**src/rtl/alu_seq.sv**
```systemverilog
// alu_seq: execute-stage ALU with registered results and flags.
// Single-cycle arith/logic ops plus an iterative signed multiply.
module alu_seq #(
  parameter int DATA_WIDTH = 16
) (
  input  logic                  clk_exe,
  input  logic                  reset,
  input  logic                  ps_alu_en,
  input  logic [3:0]            ps_alu_op,
  input  logic                  ps_alu_sat,
  input  logic                  ps_alu_ci,
  input  logic                  ps_alu_clr,
  input  logic [DATA_WIDTH-1:0] xb_dtx,
  input  logic [DATA_WIDTH-1:0] xb_dty,
  output logic [DATA_WIDTH-1:0] alu_xb_dt,
  output logic                  alu_ps_done,
  output logic                  alu_ps_busy,
  output logic                  alu_ps_az,
  output logic                  alu_ps_an,
  output logic                  alu_ps_ac,
  output logic                  alu_ps_av,
  output logic                  alu_ps_avs,
  output logic                  alu_ps_compd
);

  localparam int W  = DATA_WIDTH;
  localparam int CW = $clog2(W + 1);
  localparam logic [W-1:0] ONE  = W'(1);
  localparam logic [W-1:0] MAXV = {1'b0, {(W-1){1'b1}}};
  localparam logic [W-1:0] MINV = {1'b1, {(W-1){1'b0}}};

  typedef enum logic [1:0] {
    IDLE,
    MUL,
    FIX
  } state_t;

  state_t state, state_nx;

  logic [2*W-1:0] mcand, prod, pfix;
  logic [W-1:0]   mplier, ax, ay;
  logic [CW-1:0]  cnt;
  logic           sgn, hi_q, sat_q;

  logic           accept, is_mul, lt;
  logic [W-1:0]   add_a, add_b;
  logic           add_c, arith;
  logic [W:0]     sum;
  logic           cout, ovf;

  logic [W-1:0]   s_res, m_res, n_res;
  logic           s_ac, s_av, s_zv, m_av;
  logic           upd, n_ac, n_av, n_zv;

  assign accept = ps_alu_en && (state == IDLE);
  assign is_mul = (ps_alu_op == 4'hD) || (ps_alu_op == 4'hE);
  assign lt     = $signed(xb_dtx) < $signed(xb_dty);
  assign ax     = xb_dtx[W-1] ? -xb_dtx : xb_dtx;
  assign ay     = xb_dty[W-1] ? -xb_dty : xb_dty;
  assign alu_ps_busy = (state != IDLE);

  // Adder operand selection; NEG/ABS reuse the adder as ~x + 1.
  always_comb begin
    add_a = xb_dtx;
    add_b = '0;
    add_c = 1'b0;
    arith = 1'b1;
    unique case (ps_alu_op)
      4'h0: add_b = xb_dty;
      4'h1: begin
        add_b = ~xb_dty;
        add_c = 1'b1;
      end
      4'h2: begin
        add_b = xb_dty;
        add_c = ps_alu_ci;
      end
      4'h3: begin
        add_b = ~xb_dty;
        add_c = ps_alu_ci;
      end
      4'h7: begin
        add_a = ~xb_dtx;
        add_c = 1'b1;
      end
      4'h8: begin
        if (xb_dtx[W-1]) begin
          add_a = ~xb_dtx;
          add_c = 1'b1;
        end
      end
      default: arith = 1'b0;
    endcase
  end

  assign sum  = {1'b0, add_a} + {1'b0, add_b} + {{W{1'b0}}, add_c};
  assign cout = sum[W];
  // Carry into the MSB recovered from the MSB sum bit.
  assign ovf  = sum[W-1] ^ add_a[W-1] ^ add_b[W-1] ^ cout;

  // Single-cycle result, saturation and flag sources.
  always_comb begin
    s_res = '0;
    s_ac  = 1'b0;
    s_av  = 1'b0;
    s_zv  = 1'b1;
    if (arith) begin
      s_res = sum[W-1:0];
      s_ac  = cout;
      s_av  = ovf;
      if (ps_alu_sat && ovf)
        s_res = sum[W-1] ? MAXV : MINV;
    end else begin
      unique case (ps_alu_op)
        4'h4: s_res = lt ? '1 :
                      (xb_dtx == xb_dty) ? '0 : ONE;
        4'h5: s_res = lt ? xb_dtx : xb_dty;
        4'h6: s_res = lt ? xb_dty : xb_dtx;
        4'h9: s_res = xb_dtx & xb_dty;
        4'hA: s_res = xb_dtx | xb_dty;
        4'hB: s_res = xb_dtx ^ xb_dty;
        4'hC: s_res = ~xb_dtx;
        default: s_zv = 1'b0;
      endcase
    end
  end

  // Multiply fix-up: apply sign, pick half, detect overflow.
  always_comb begin
    pfix  = sgn ? -prod : prod;
    m_av  = 1'b0;
    m_res = pfix[W-1:0];
    if (hi_q) begin
      m_res = pfix[2*W-1:W];
    end else begin
      m_av = ~(&pfix[2*W-1:W-1]) &
             (|pfix[2*W-1:W-1]);
      if (sat_q && m_av)
        m_res = sgn ? MINV : MAXV;
    end
  end

  // Select which completion updates the outputs this edge.
  always_comb begin
    upd   = (accept && !is_mul) || (state == FIX);
    n_res = s_res;
    n_ac  = s_ac;
    n_av  = s_av;
    n_zv  = s_zv;
    if (state == FIX) begin
      n_res = m_res;
      n_ac  = 1'b0;
      n_av  = m_av;
      n_zv  = 1'b1;
    end
  end

  // State register.
  always_ff @(posedge clk_exe or negedge reset) begin
    if (!reset) state <= IDLE;
    else        state <= state_nx;
  end

  // Next-state logic.
  always_comb begin
    state_nx = state;
    unique case (state)
      IDLE: if (accept && is_mul) state_nx = MUL;
      MUL:  if (cnt == CW'(1))     state_nx = FIX;
      FIX:  state_nx = IDLE;
      default: state_nx = IDLE;
    endcase
  end

  // Shift-add multiplier datapath.
  always_ff @(posedge clk_exe or negedge reset) begin
    if (!reset) begin
      mcand  <= '0;
      mplier <= '0;
      prod   <= '0;
      cnt    <= '0;
      sgn    <= 1'b0;
      hi_q   <= 1'b0;
      sat_q  <= 1'b0;
    end else if (accept && is_mul) begin
      mcand  <= {{W{1'b0}}, ax};
      mplier <= ay;
      prod   <= '0;
      cnt    <= CW'(W);
      sgn    <= xb_dtx[W-1] ^ xb_dty[W-1];
      hi_q   <= (ps_alu_op == 4'hE);
      sat_q  <= ps_alu_sat;
    end else if (state == MUL) begin
      if (mplier[0]) prod <= prod + mcand;
      mcand  <= mcand << 1;
      mplier <= mplier >> 1;
      cnt    <= cnt - CW'(1);
    end
  end

  // Result, flags, done pulse and sticky overflow.
  always_ff @(posedge clk_exe or negedge reset) begin
    if (!reset) begin
      alu_xb_dt    <= '0;
      alu_ps_done  <= 1'b0;
      alu_ps_az    <= 1'b0;
      alu_ps_an    <= 1'b0;
      alu_ps_ac    <= 1'b0;
      alu_ps_av    <= 1'b0;
      alu_ps_avs   <= 1'b0;
      alu_ps_compd <= 1'b0;
    end else begin
      alu_ps_done  <= 1'b0;
      alu_ps_compd <= 1'b0;
      if (upd) begin
        alu_xb_dt    <= n_res;
        alu_ps_done  <= 1'b1;
        alu_ps_az    <= n_zv && (n_res == '0);
        alu_ps_an    <= n_res[W-1];
        alu_ps_ac    <= n_ac;
        alu_ps_av    <= n_av;
        alu_ps_compd <= (state == IDLE) &&
                        (ps_alu_op == 4'h4);
      end
      if (ps_alu_clr)
        alu_ps_avs <= 1'b0;
      else if (upd && n_av)
        alu_ps_avs <= 1'b1;
    end
  end

endmodule

```
**config.mk**
```make
export PLATFORM = sky130hd
export DESIGN_NAME = alu_seq
export DESIGN_NICKNAME = d
export VERILOG_FILES = /design/src/rtl/alu_seq.sv
export SDC_FILE = /design/constraint.sdc
export NUM_CORES = 1
export LEC_CHECK = 0
export BUFFER_PORTS_ARGS = -buffer_cell sky130_fd_sc_hd__buf_2
export CAP_MARGIN = 5
export CORE_ASPECT_RATIO = 0.75
export CORE_MARGIN = 3
export CORE_UTILIZATION = 30
export DETAILED_ROUTE_END_ITERATION = 12
export SLEW_MARGIN = 40
export SYNTH_ARGS = -nofsm -noshare
export SYNTH_HDL_FRONTEND = slang
export SYNTH_SLANG_ARGS = --single-unit
```
**constraint.sdc**
```tcl
create_clock -name clk_exe -period 6 [get_ports clk_exe]
set_input_delay 0.9 -clock clk_exe [delete_from_list [all_inputs] [get_ports clk_exe]]
set_output_delay 0.9 -clock clk_exe [all_outputs]
set_load 0.005 [all_outputs]
```
Yosys cells after proc, flatten, opt, wreduce, memory -nomap -nowiden
Cells that the tools add are included.
Operators by class
  bitwise operators: 11
  add/subtract/negate cells: 7
  reduce and logical (&&, ||, !) cells: 28
  equal/unequal tests: 20
  order comparisons: 1
  mux-type cells: 45
Operator list (number)
  16-bit 2-to-1 mux: 15
  32-bit 2-to-1 mux: 6
  16-bit case mux with 7 select lines: 1
  16-bit case mux with 2 select lines: 2
  32-bit adder: 1
  16-bit negator: 2
  32-bit negator: 1
  16-bit NOT: 2
  4-bit equality test, second input constant: 7
  16-bit by 16-bit adder with 17-bit output: 1
  17-bit by 1-bit adder with 17-bit output: 1
  17-bit AND reduction: 1
  17-bit OR reduction: 1
  16-bit AND: 1
  16-bit equality test: 1
  4-bit by 3-bit equality test with 1-bit output, second input constant: 4
  16-bit zero test: 1
  16-bit less-than comparator: 1
  16-bit OR: 1
  16-bit bitwise XOR: 1
  1-bit 2-to-1 mux: 15
  5-bit 2-to-1 mux: 2
  4-bit by 2-bit equality test with 1-bit output, second input constant: 2
  1-bit logical AND: 8
  22 further kinds: 34
Word-level totals
  flip-flop bits (word level): 113
  input bits: 42

Longest topological paths before layout
Gate-level depths: netlist (run 1).
  word-level depth: 14
  gate-level depth with buffers: 21
  mapped depth without buffers: 18

Least setup slack after synthesis (run 1)
Ideal clock, no wire load.
  path kind: input to register
  start: input xb_dtx[15]
  end: register alu_ps_az
  required time: 5.905 ns
  buffers on the path: 3
  cell stages on the path: 20
  arrival time: 5.819 ns
  path slack: 0.086 ns
  setup time: 0.095 ns
  cells stage by stage: clkbuf_1 > clkinv_1 > o32a_1 > clkbuf_1 > clkbuf_1 > xnor2_1 > fa_1 > fa_1 > nor2b_1 > o31a_1 > o2bb2ai_1 > o211a_1 > o2bb2ai_1 > xnor2_1 > o21ai_0 > o21ai_1 > o221ai_1 > nor4_1 > nand4_1 > o31ai_1
On the way
  word-level cells in the longest chain between the ends: 14
Ends and longest elaborated chain
  start: declaration: RTL line 13  | input logic [DATA_WIDTH-1:0] xb_dtx,
  16-bit NOT: RTL line 83, 88, 122
  16-bit 2-to-1 mux: RTL line 87  | if (xb_dtx[W-1]) begin
  16-bit case mux with 2 select lines: RTL line 68  | unique case (ps_alu_op)
  16-bit by 16-bit adder with 17-bit output: RTL line 96  | assign sum = {1'b0, add_a} + {1'b0, add_b} + {{W{1'b0}}, add_c};
  17-bit by 1-bit adder with 17-bit output: RTL line 96
  1-bit bitwise XOR (3 in series): RTL line 99  | assign ovf = sum[W-1] ^ add_a[W-1] ^ add_b[W-1] ^ cout;
  1-bit logical AND: RTL line 111  | if (ps_alu_sat && ovf)
  16-bit 2-to-1 mux: RTL line 111
  16-bit 2-to-1 mux (*): RTL line 107  | if (arith) begin
  16-bit 2-to-1 mux (*): RTL line 150  | if (state == FIX) begin
  16-bit zero test (*): RTL line 218  | alu_ps_az <= n_zv && (n_res == '0);
  1-bit logical AND (*): RTL line 218
  end signal: assignment: RTL line 218
  end: declaration: RTL line 18  | output logic alu_ps_az,
Mark *: on every way between the ends. The rest lies on a longest branch, timed or not.
A chain may end at the register's enable or synchronous reset.

Worst setup path in the final report (run 1)
  start: input ps_alu_op[0]
  end: register alu_ps_az
On the way
  word-level cells in the longest chain between the ends: 14
Ends and longest elaborated chain
  start: declaration: RTL line 9  | input logic [3:0] ps_alu_op,
  4-bit by 2-bit equality test with 1-bit output, or another cell as far along: RTL line 68
  2-bit OR reduction (no source line)
  16-bit case mux with 2 select lines: RTL line 68
  16-bit by 16-bit adder with 17-bit output: RTL line 96
  17-bit by 1-bit adder with 17-bit output: RTL line 96
  1-bit bitwise XOR (3 in series): RTL line 99
  1-bit logical AND: RTL line 111
  16-bit 2-to-1 mux: RTL line 111
  16-bit 2-to-1 mux: RTL line 107
  16-bit 2-to-1 mux: RTL line 150
  16-bit zero test: RTL line 218
  1-bit logical AND: RTL line 218
Several ways; a longest one is shown, not always the timed one.

==> results of run 1 <==
-- logic make-up after synthesis --
kind of cell | count (synthesis) | synth area share, %
compound gates | 417 | 24.3
xor+xnor | 123 | 9.38
fa+ha+maj | 102 | 11.3
buf+inv | 171 | 6.02
flops | 112 | 24.4
mux | 21 | 1.88
simple gates | 559 | 22.7
-- layout make-up --
class | count | area [µm²]
fillers | 4035 | 24700
multi-input cells | 1222 | 8020
flip-flops and latches | 112 | 2800
repair buffers | 109 | 662
well taps | 504 | 631
inverters | 69 | 259
clock buffers | 11 | 253
clock inverters | 5 | 38.8
diodes | 1 | 2.50
-- flip-flops by register name, indices dropped and copies added, names as in the netlist, 2 cells and up --
| name | cells |
|---|---|
| alu_xb_dt | 16 |
| cnt | 5 |
| mcand | 32 |
| mplier | 16 |
| prod | 32 |
| state | 2 |
-- power by group --
group / leakage, nW / switching, W / internal (W) / total (W)
logic: 3.85 / 0.00148 / 0.000979 / 0.00246
clock network: 0.143 / 0.000307 / 0.000308 / 0.000615
registers: 1.43 / 0.000401 / 0.00102 / 0.00142
-- metrics by stage --
step                utilization (%)  total power, W  instance area (µm²)
floorplan                         -         0.00309                11500
global placement               33.0         0.00381                12400
CTS                            33.8         0.00448                12700
finish                         33.9         0.00450                12700
global route                   33.9         0.00487                12700
detailed placement             33.1         0.00384                12400
-- worst max-delay path by stage --
stage,start,slack [ns],cells after the start,endpoint
after floorplan,xb_dtx[15],0.09,20,alu_ps_az
after global placement,xb_dty[15],0.24,15,alu_ps_az
after detailed placement,ps_alu_op[0],0.28,20,alu_ps_az
after CTS,ps_alu_op[0],0.65,20,alu_ps_az
after global routing,ps_alu_op[0],0.17,20,alu_ps_az
final,ps_alu_op[0],0.52,20,alu_ps_az
-- cells in the final DEF (no fill, tap or decap), types with 10 or more instances in the layout --
cell type / n
or4_1: 11
o31ai_1: 21
a211oi_1: 10
ha_1: 99
nor4_1: 17
nor2_1: 156
o211ai_1: 13
nand4_1: 13
xor2_1: 36
a31oi_1: 44
buf_2: 64
o21ai_0: 83
nand2_1: 179
a21o_1: 15
nor3_1: 29
a21oi_1: 93
nor2b_1: 20
nand3_1: 58
or3_1: 14
o221ai_1: 12
dfrtp_1: 112
inv_1: 67
o21bai_1: 10
buf_4: 44
xnor2_1: 87
mux2i_1: 15
a221oi_1: 16
nand2b_1: 15
or2_2: 10
-- tightest hold or removal path, stage by stage, from the launching register on --
cell     delay (ns)
dfrtp_1        0.35
a21oi_1        0.04
nor2_1         0.07
-- layer usage --
metal / global-route usage (%) / share of wire, % / up-vias
li1: - / - / 5448
met1: 32.6 / 50 / 5492
met2: 26.8 / 38 / 518
met3: 6.60 / 11 / 36
met4: 3.61 / 0.95 / 2
met5: 0 / 0.040 / -
==> metrics, run 1 <==
CP Capture Type=flop; synth top area cells=dfrtp_1, ha_1, xnor2_1, nand2_1, nor2_1; vias after detailed routing=11.5k; drt pass-1 iters=5; Final ANT Viol Nets=0; CP cell instances=buf_2 > buf_4 > nand2_1 > o32a_1 > buf_4 > xnor2_1 > inv_1 > ha_1 > nor2b_1 > o21ai_0 > a2bb2oi_1 > a31oi_1 > nand3_1 > a21boi_0 > o21ai_0 > o21ai_1 > o221ai_1 > nor4_1 > nand4_1 > o31ai_1; GR Overflow Total=0; initial antenna violation count=1; Final Hold Fails=0; max_slew headroom=42.9%; r2r setup slk=0.63 ns; crit path kind=in2reg; final worst slack=0.520 ns; CTS Buffer Depth=2; mapped cell area=approximately 11000 µm²; post-synthesis sequential area ratio=24.4%; MaxCap Viol Count=0; # IOs=66; Tcrit/Tclk final=about nine tenths; Post-synth top cells=nand2_1, nor2_1, dfrtp_1; first-pass GRT wire length=roughly 66000 µm; CTS H-tree lvls=3; yosys warns=0; vias per inst=~5.7; P per Cell Area=356 nW/µm²; pre-CTS setup slack=0.280 ns; Clock Skew=0.00885 ns; area grow syn2layout=10.2%; vias in the first global route=approximately 11k; Finish-stage setup viols=0; Mapped Nets=1649; max-slew violation count=0; cell with the most instances after synthesis=nand2_1; post-synthesis register bit count=112; r2r startpoint=prod[1]; ys async rst share=100%; clock latency on the worst-skew pair=between 0.3 and 0.4 ns; critical path peak fanout=28; WP data required=6.29 ns; IO buf count=65; Worst R2R Path Depth=15; # hold bufs at CTS=0; drt wl/cell=20.9 µm; min-delay worst type=reg2reg; Top delay family on crit path=compound AO/OA/AOI/OAI gates; r2r endpoint=alu_ps_az; Most used DFF post-synth=dfrtp_1; placed insts=roughly 2.0k; unrepaired setup endpoints after global routing=false; number of synthesized flops with an enable pin=0; Starting Density=30.7%; Fin Setup TNS=0 ns; CTS sink cnt=between 100 and 150; measured slew at the worst slew-check pin=0.854 ns; hold slack final=0.498 ns; largest area contributor in the netlist=dfrtp_1; 1st-iter DRT viols=1440; hold endpoint=alu_ps_avs; Vert. Die Dim=175 µm; clock slew at reported path FFs=0.08 ns; setup bufs post-CTS=0; Leak=5.42 nW; WP data arrival=around 5.8 ns; slowest CP cell=o21ai_1; Buf/Inv on CP=4; hold depth=2; cell count after synthesis=1505; share of cells above drive strength 1=roughly a tenth; GPL Wtd Cong=1.03; Post-DP HPWL=33000 µm; row cnt=61; largest net degree at the start of global routing=64; nets=1667; element type at the critical path start=input port; status=finished clean; Die ar.=40700 µm²; final WL=42500 µm; CTS Buf Count=9; Max VDD drop=approximately 0.18 mV; Root Buffer=clkbuf_16; post-synthesis cell type count=79; CTS tree=yes; fin crit period=5.48 ns; Cell Count, Final, Fillers Out=2033; post-synth top area share=24.4%; post-cts resize count=0; fmax=182 MHz; Syn Area/Cell=7.63 µm²; Total Routing Usage GR=20.6%; Core Region=~37000 µm²; Worst path max stage delay=0.47 ns; chip width=between 200 and 250 µm; DRC viols=0; HP Start=alu_ps_avs
(Power assumes the default switching activity.)
==> run 2: changes to the inputs <==
--- a/config.mk
+++ b/config.mk
@@ -11,3 +11,3 @@
 export CORE_MARGIN = 3
-export CORE_UTILIZATION = 30
+export CORE_UTILIZATION = 46
 export DETAILED_ROUTE_END_ITERATION = 12
--- a/constraint.sdc
+++ b/constraint.sdc
@@ -3,2 +3,2 @@
 set_output_delay 0.9 -clock clk_exe [all_outputs]
-set_load 0.005 [all_outputs]
+set_load 0.01 [all_outputs]
==> run 2 against run 1 <==
Compared with the run above:
- via count down 1.3%
- maximum frequency down 0.34%
- clock-buffer cell count down 1
- largest power group unchanged
- core utilization up 17 points
- highest routed layer is now met4
- combinational power about the same
- total power up 0.75%
- largest cell class unchanged
- sequential power about the same
==> metrics, run 2 (synthesis results as in run 1) <==
Finish-stage setup viols=0 (unchanged); crit path kind=in2reg; IO buf count=65 (unchanged); row cnt=49 (-20%); largest net degree at the start of global routing=64 (unchanged); vias after detailed routing=11.3k (-1.3%); vias in the first global route=10.2k (-3.9%); nets=1655 (-0.72%); share of cells above drive strength 1=9.56% (-0.45 points); chip width=188 µm (-19%); Final Hold Fails=0 (unchanged); CP Capture Type=flop; Tcrit/Tclk final=91.6% (+0.31 points); 1st-iter DRT viols=1474 (+2.4%); Starting Density=47.3% (+17 points); CTS Buf Count=9 (unchanged); GPL Wtd Cong=1.03 (+0.62%); Largest regs=mcand x32, prod x32; final worst slack=0.501 ns (-0.0186 ns); Max VDD drop=0.230 mV (+30%); element type at the critical path start=input port; CP dominant cell by count=or4_1; drt pass-1 iters=6 (+1); setup bufs post-CTS=0 (unchanged); MaxCap Viol Count=0 (unchanged); r2r startpoint=prod[1]; pre-CTS setup slack=0.228 ns (-0.0519 ns); Critical path origin=xb_dty[15]; commonest non-fill, non-tap cells in the layout=nand2_1, nor2_1, dfrtp_1; max_slew headroom=45.9% (+3.0 points); vias per inst=6.14 (+8.6%); max-slew violation count=0 (unchanged); Core Region=24300 µm² (-35%); Clock Skew=0.00698 ns (-0.00188 ns); Top delay family on crit path=compound AO/OA/AOI/OAI gates; Leak=5.37 nW (-0.86%); GR Overflow Total=0 (unchanged); clock slew at reported path FFs=0.08 ns (about the same); Power Internal=0.00233 W (+0.85%); Root Buffer=clkbuf_16; fin crit period=5.50 ns (+0.0186 ns); CTS H-tree lvls=3 (unchanged); drt wl/cell=21.6 µm (+3.3%); measured slew at the worst slew-check pin=0.802 ns (-0.0519 ns); Final ANT Viol Nets=0 (unchanged); Vert. Die Dim=143 µm (-19%); P_sw=0.00221 W (+0.64%); CTS Buffer Depth=2 (unchanged); critical path peak fanout=19 (-32%); Switching Fraction=48.6% (-0.053 points); CP cell instances=buf_2 > inv_1 > ha_1 > or4_1 > nor3_1 > a21boi_0 > or4_1 > o21a_1 > mux2i_2 > a221oi_1 > o221ai_1 > a211o_1 > a311oi_1 > nand4_1 > o31ai_1; unrepaired setup endpoints after global routing=false; Total Routing Usage GR=29.5% (+8.9 points); Buf/Inv on CP=2 (-2); share of power burned in the clock network=14.6% (+0.9 points); first-pass GRT wire length=61900 µm (-5.6%); Seq pwr share=31.1% (-0.5 points); antenna cells=0 (-1); commonest non-fill, non-tap cell in the layout=nand2_1; WP data required=6.29 ns (about the same); CTS sink cnt=112 (unchanged); Post-DP HPWL=30600 µm (-7.3%); area grow syn2layout=7.84%; slowest CP cell=a221oi_1; final WL=39900 µm (-6.2%); # hold bufs at CTS=0 (unchanged); status=finished clean; DRC viols=0 (unchanged); clock latency on the worst-skew pair=0.38 ns (about the same); # IOs=66 (unchanged); WP data arrival=5.79 ns (+0.02 ns); initial antenna violation count=0 (-1); P per Cell Area=366 nW/µm² (+3.0%); Comb power frac=54.3% (-0.4 points); min-delay worst type=in2async; Worst path max stage delay=0.58 ns (+0.11 ns); Fin Setup TNS=0 ns (unchanged); post-cts resize count=0 (unchanged); CTS tree=yes; Die ar.=26900 µm² (-34%); fmax=182 MHz (-0.34%)
## run 2: per-layer routing
| layer | vias up | global-route usage [%] | part of all wire, % |
|---|---|---|---|
| li1 | 5435 | - | - |
| met1 | 5407 | 47.5 | 50 |
| met2 | 467 | 39.9 | 39 |
| met3 | 37 | 6.67 | 9.6 |
| met4 | 0 | 5.13 | 1.5 |
| met5 | - | 0 | 0 |
## run 2: worst register-to-register path, delay by kind of cell, from the launching register on
family | cells | cell delay, ns
AO/OA/AOI/OAI | 4 | 1.53
AND/OR/NAND/NOR | 6 | 2.18
flip-flops | 1 | 0.47
multiplexers | 2 | 0.60
adder cells (fa/ha/maj) | 1 | 0.23
buffers and inverters | 2 | 0.37
## run 2: power by group through the flow
stage | combinational [W] | clock [W] | sequential, W
finish | 0.00246 | 0.000662 | 0.00141
CTS | 0.00243 | 0.000686 | 0.00140
global placement | 0.00240 | 0 | 0.00141
detailed placement | 0.00242 | 0 | 0.00142
global route | 0.00274 | 0.000707 | 0.00146
floorplan | 0.00187 | 0 | 0.00125
## run 2: worst paths after layout
kind                               to  slack, ns  cells past startpoint
hold / removal               prod[29]       0.50                      1
max in group asynchronous    prod[23]       4.37                      2
setup reg to reg            alu_ps_az       0.54                     15
setup / recovery            alu_ps_az       0.50                     15
min in group clk_exe       alu_ps_avs       0.50                      2
hold reg to reg            alu_ps_avs       0.50                      2
## run 2: area by class of cell
class                           instances  area (µm²)
Inverter                               69         259
Clock buffer                           10         229
Fill cell                            2429       11900
Tap cell                              331         414
Sequential cell                       112        2800
Multi-Input combinational cell       1222        8040
Clock inverter                          6        75.1
Timing Repair Buffer                   97         572
## run 2: per-stage QoR
step | hold WS [ns] | instances | total power, W | area, µm² | utilization, %
2_1_floorplan | 0.464 | 1505 | 0.00311 | 11500 | -
3_3_place_gp | 0.486 | 1831 | 0.00381 | 12100 | 49.6
3_5_place_dp | 0.484 | 1831 | 0.00384 | 12100 | 49.7
4_1_cts | 0.505 | 1847 | 0.00452 | 12400 | 51.0
5_1_grt | 0.538 | 1847 | 0.00491 | 12400 | 51.0
6_report | 0.498 | 1847 | 0.00454 | 12400 | 51.0
==> run 3: changes to the inputs <==
- CORE_ASPECT_RATIO: 0.75 -> 0.6
==> run 3 against run 2 <==
Compared with the run above:
- sequential share of layout area down 0.32 points
- design area increased by 1.4%
- sequential power is essentially flat
- clock-buffer cell count fell by 1
- non-clock buffer count rose by 19
- worst setup slack better by 0.042 ns
- combinational power is 4% higher
- largest power group unchanged
==> metrics, run 3 (synthesis results as in run 1) <==
status=finished clean; vias in the first global route=10.1k (-0.25%); number of fill cells=2402 (-1.1%); row cnt=44 (-10%); CP dominant cell by count=nand4_1; WP data arrival=5.76 ns (-0.03 ns); CTS Buffer Depth=2 (unchanged); Root Buffer=clkbuf_16; fin crit period=5.46 ns (-0.0421 ns); commonest non-fill, non-tap cell in the layout=nand2_1; CTS sink cnt=112 (unchanged); GR Overflow Total=0 (unchanged); area grow syn2layout=9.35%; Starting Density=47.1% (-0.21 points); drt pass-1 iters=6 (unchanged); fmax=183 MHz (+0.77%); Fin Setup TNS=0 ns (unchanged); Tcrit/Tclk final=90.9% (-0.70 points); Max VDD drop=0.226 mV (-1.7%); CP endpoint=alu_ps_az; DRC viols=0 (unchanged); # hold bufs at CTS=0 (unchanged); measured slew at the worst slew-check pin=0.888 ns (+0.0859 ns); Worst R2R Path Depth=16 (+1); max_slew headroom=40.6% (-5.2 points); CTS tree=yes; Finish-stage setup viols=0 (unchanged); Largest regs=mcand x32, prod x32; max-slew violation count=0 (unchanged); clock latency on the worst-skew pair=0.40 ns (+0.02 ns); Leak=5.48 nW (+2.0%); chip width=210 µm (+11%); final WL=42600 µm (+6.8%); setup bufs post-CTS=0 (unchanged); MaxCap Viol Count=0 (unchanged); element type at the critical path start=flop; Critical path origin=prod[1]; Clock Skew=0.0182 ns (+0.0112 ns); r2r endpoint=alu_ps_az; Cell Count, Final, Fillers Out=1857 (+0.54%); share of cells above drive strength 1=10.7% (+1.2 points); Final ANT Viol Nets=0 (unchanged); CTS H-tree lvls=3 (unchanged); CTS Buf Count=9 (unchanged); vias per inst=6.23 (+1.5%); hold slack final=0.504 ns (+0.00624 ns); final core occ=51.5% (+0.48 points); Final Hold Fails=0 (unchanged); Die ar.=27000 µm² (+0.16%); IO buf count=65 (unchanged); Final Total Pwr=0.00460 W (+1.5%); drt wl/cell=22.9 µm (+6.2%); Vert. Die Dim=128 µm (-10%); post-cts resize count=0 (unchanged); initial antenna violation count=0 (unchanged); WP data required=6.31 ns (+0.02 ns); first-pass GRT wire length=64100 µm (+3.6%); r2r setup slk=0.54 ns (about the same); GPL Wtd Cong=1.04 (+0.43%); antenna cells=0 (unchanged); Total Routing Usage GR=31.3% (+1.8 points); # IOs=66 (unchanged); unrepaired setup endpoints after global routing=false; crit path kind=reg2reg; slowest CP cell=or4b_1; commonest non-fill, non-tap cells in the layout=nand2_1, nor2_1, dfrtp_1; Post-DP HPWL=33100 µm (+8.0%); CP cell instances=inv_1 > ha_1 > or4b_1 > or4_4 > o31ai_1 > mux2_2 > a2111oi_0 > buf_4 > nand4_1 > nand3_2 > buf_4 > mux2i_1 > nand4_1 > nor3_1 > nand4_1 > o31ai_1; clock slew at reported path FFs=0.08 ns (about the same); r2r startpoint=prod[1]; placed insts=1841 (+0.55%); nets=1674 (+1.1%); CP Capture Type=flop; Core Region=24400 µm² (+0.45%); Worst path max stage delay=0.59 ns (about the same); largest net degree at the start of global routing=65 (+1.6%); 1st-iter DRT viols=1521 (+3.2%); vias after detailed routing=11.6k (+2.0%); hold depth=2; min-delay worst type=reg2reg; critical path peak fanout=13 (-6); P per Cell Area=366 nW/µm² (about the same)
-- run 3: changes by cell type in the layout (fill, tap and decap cells not counted), sizes merged --
cell,change
inv,-1
bufinv,-1
buf,+19
clkbuf,-1
clkinv,+3
-- run 3: report_power, final --
group          leakage [nW]  internal (W)  switching, W  total [W]
registers              1.43       0.00102      0.000367    0.00139
clock network         0.149      0.000298      0.000353   0.000651
logic                  3.90      0.000998       0.00156    0.00256
total                  5.48       0.00232       0.00228    0.00460
-- run 3: worst max-delay path: cells and delay by family, from the launching register on --
kind            cells  cell delay, ns
simple gates        7            2.13
compound gates      3            1.19
mux                 2            0.74
buf+inv             3            0.58
flops               1            0.49
fa+ha+maj           1            0.24
-- run 3: final cells by class --
type	count	area [µm²]	area share (%)
multi-input combinational	1222	8040	64.0
sequential	112	2800	22.3
timing repair buffer	116	747	5.95
tap	322	403	3.21
inverter	69	259	2.06
clock buffer	9	225	1.79
clock inverter	7	83.8	0.667
-- run 3: metrics by stage --
| stage | area (µm²) | setup slack, ns |
|---|---|---|
| after floorplan | 11500 | 0.0857 |
| final | 12600 | 0.543 |
| after global placement | 12200 | 0.377 |
| after global routing | 12600 | 0.0839 |
| after CTS | 12500 | 0.746 |
| after detailed placement | 12200 | 0.387 |
-- run 3: worst min path at each step --
stage               slack (ns)    startpoint            to
detailed placement        0.50  alu_xb_dt[9]  alu_xb_dt[9]
global route              0.54     alu_ps_av     alu_ps_av
global placement          0.48    alu_ps_avs    alu_ps_avs
finish                    0.50    alu_ps_avs    alu_ps_avs
floorplan                 0.46    mplier[15]    mplier[15]
CTS                       0.52     alu_ps_av     alu_ps_av
-- run 3: routing by layer --
| metal | vias to the layer above | wire, µm | GRT usage (%) |
|---|---|---|---|
| met3 | 51 | 5070 | 10.1 |
| met2 | 587 | 14800 | 37.4 |
| met5 | - | 0 | 0 |
| met1 | 5475 | 22200 | 52.2 |
| met4 | 0 | 536 | 5.39 |
| li1 | 5464 | - | - |
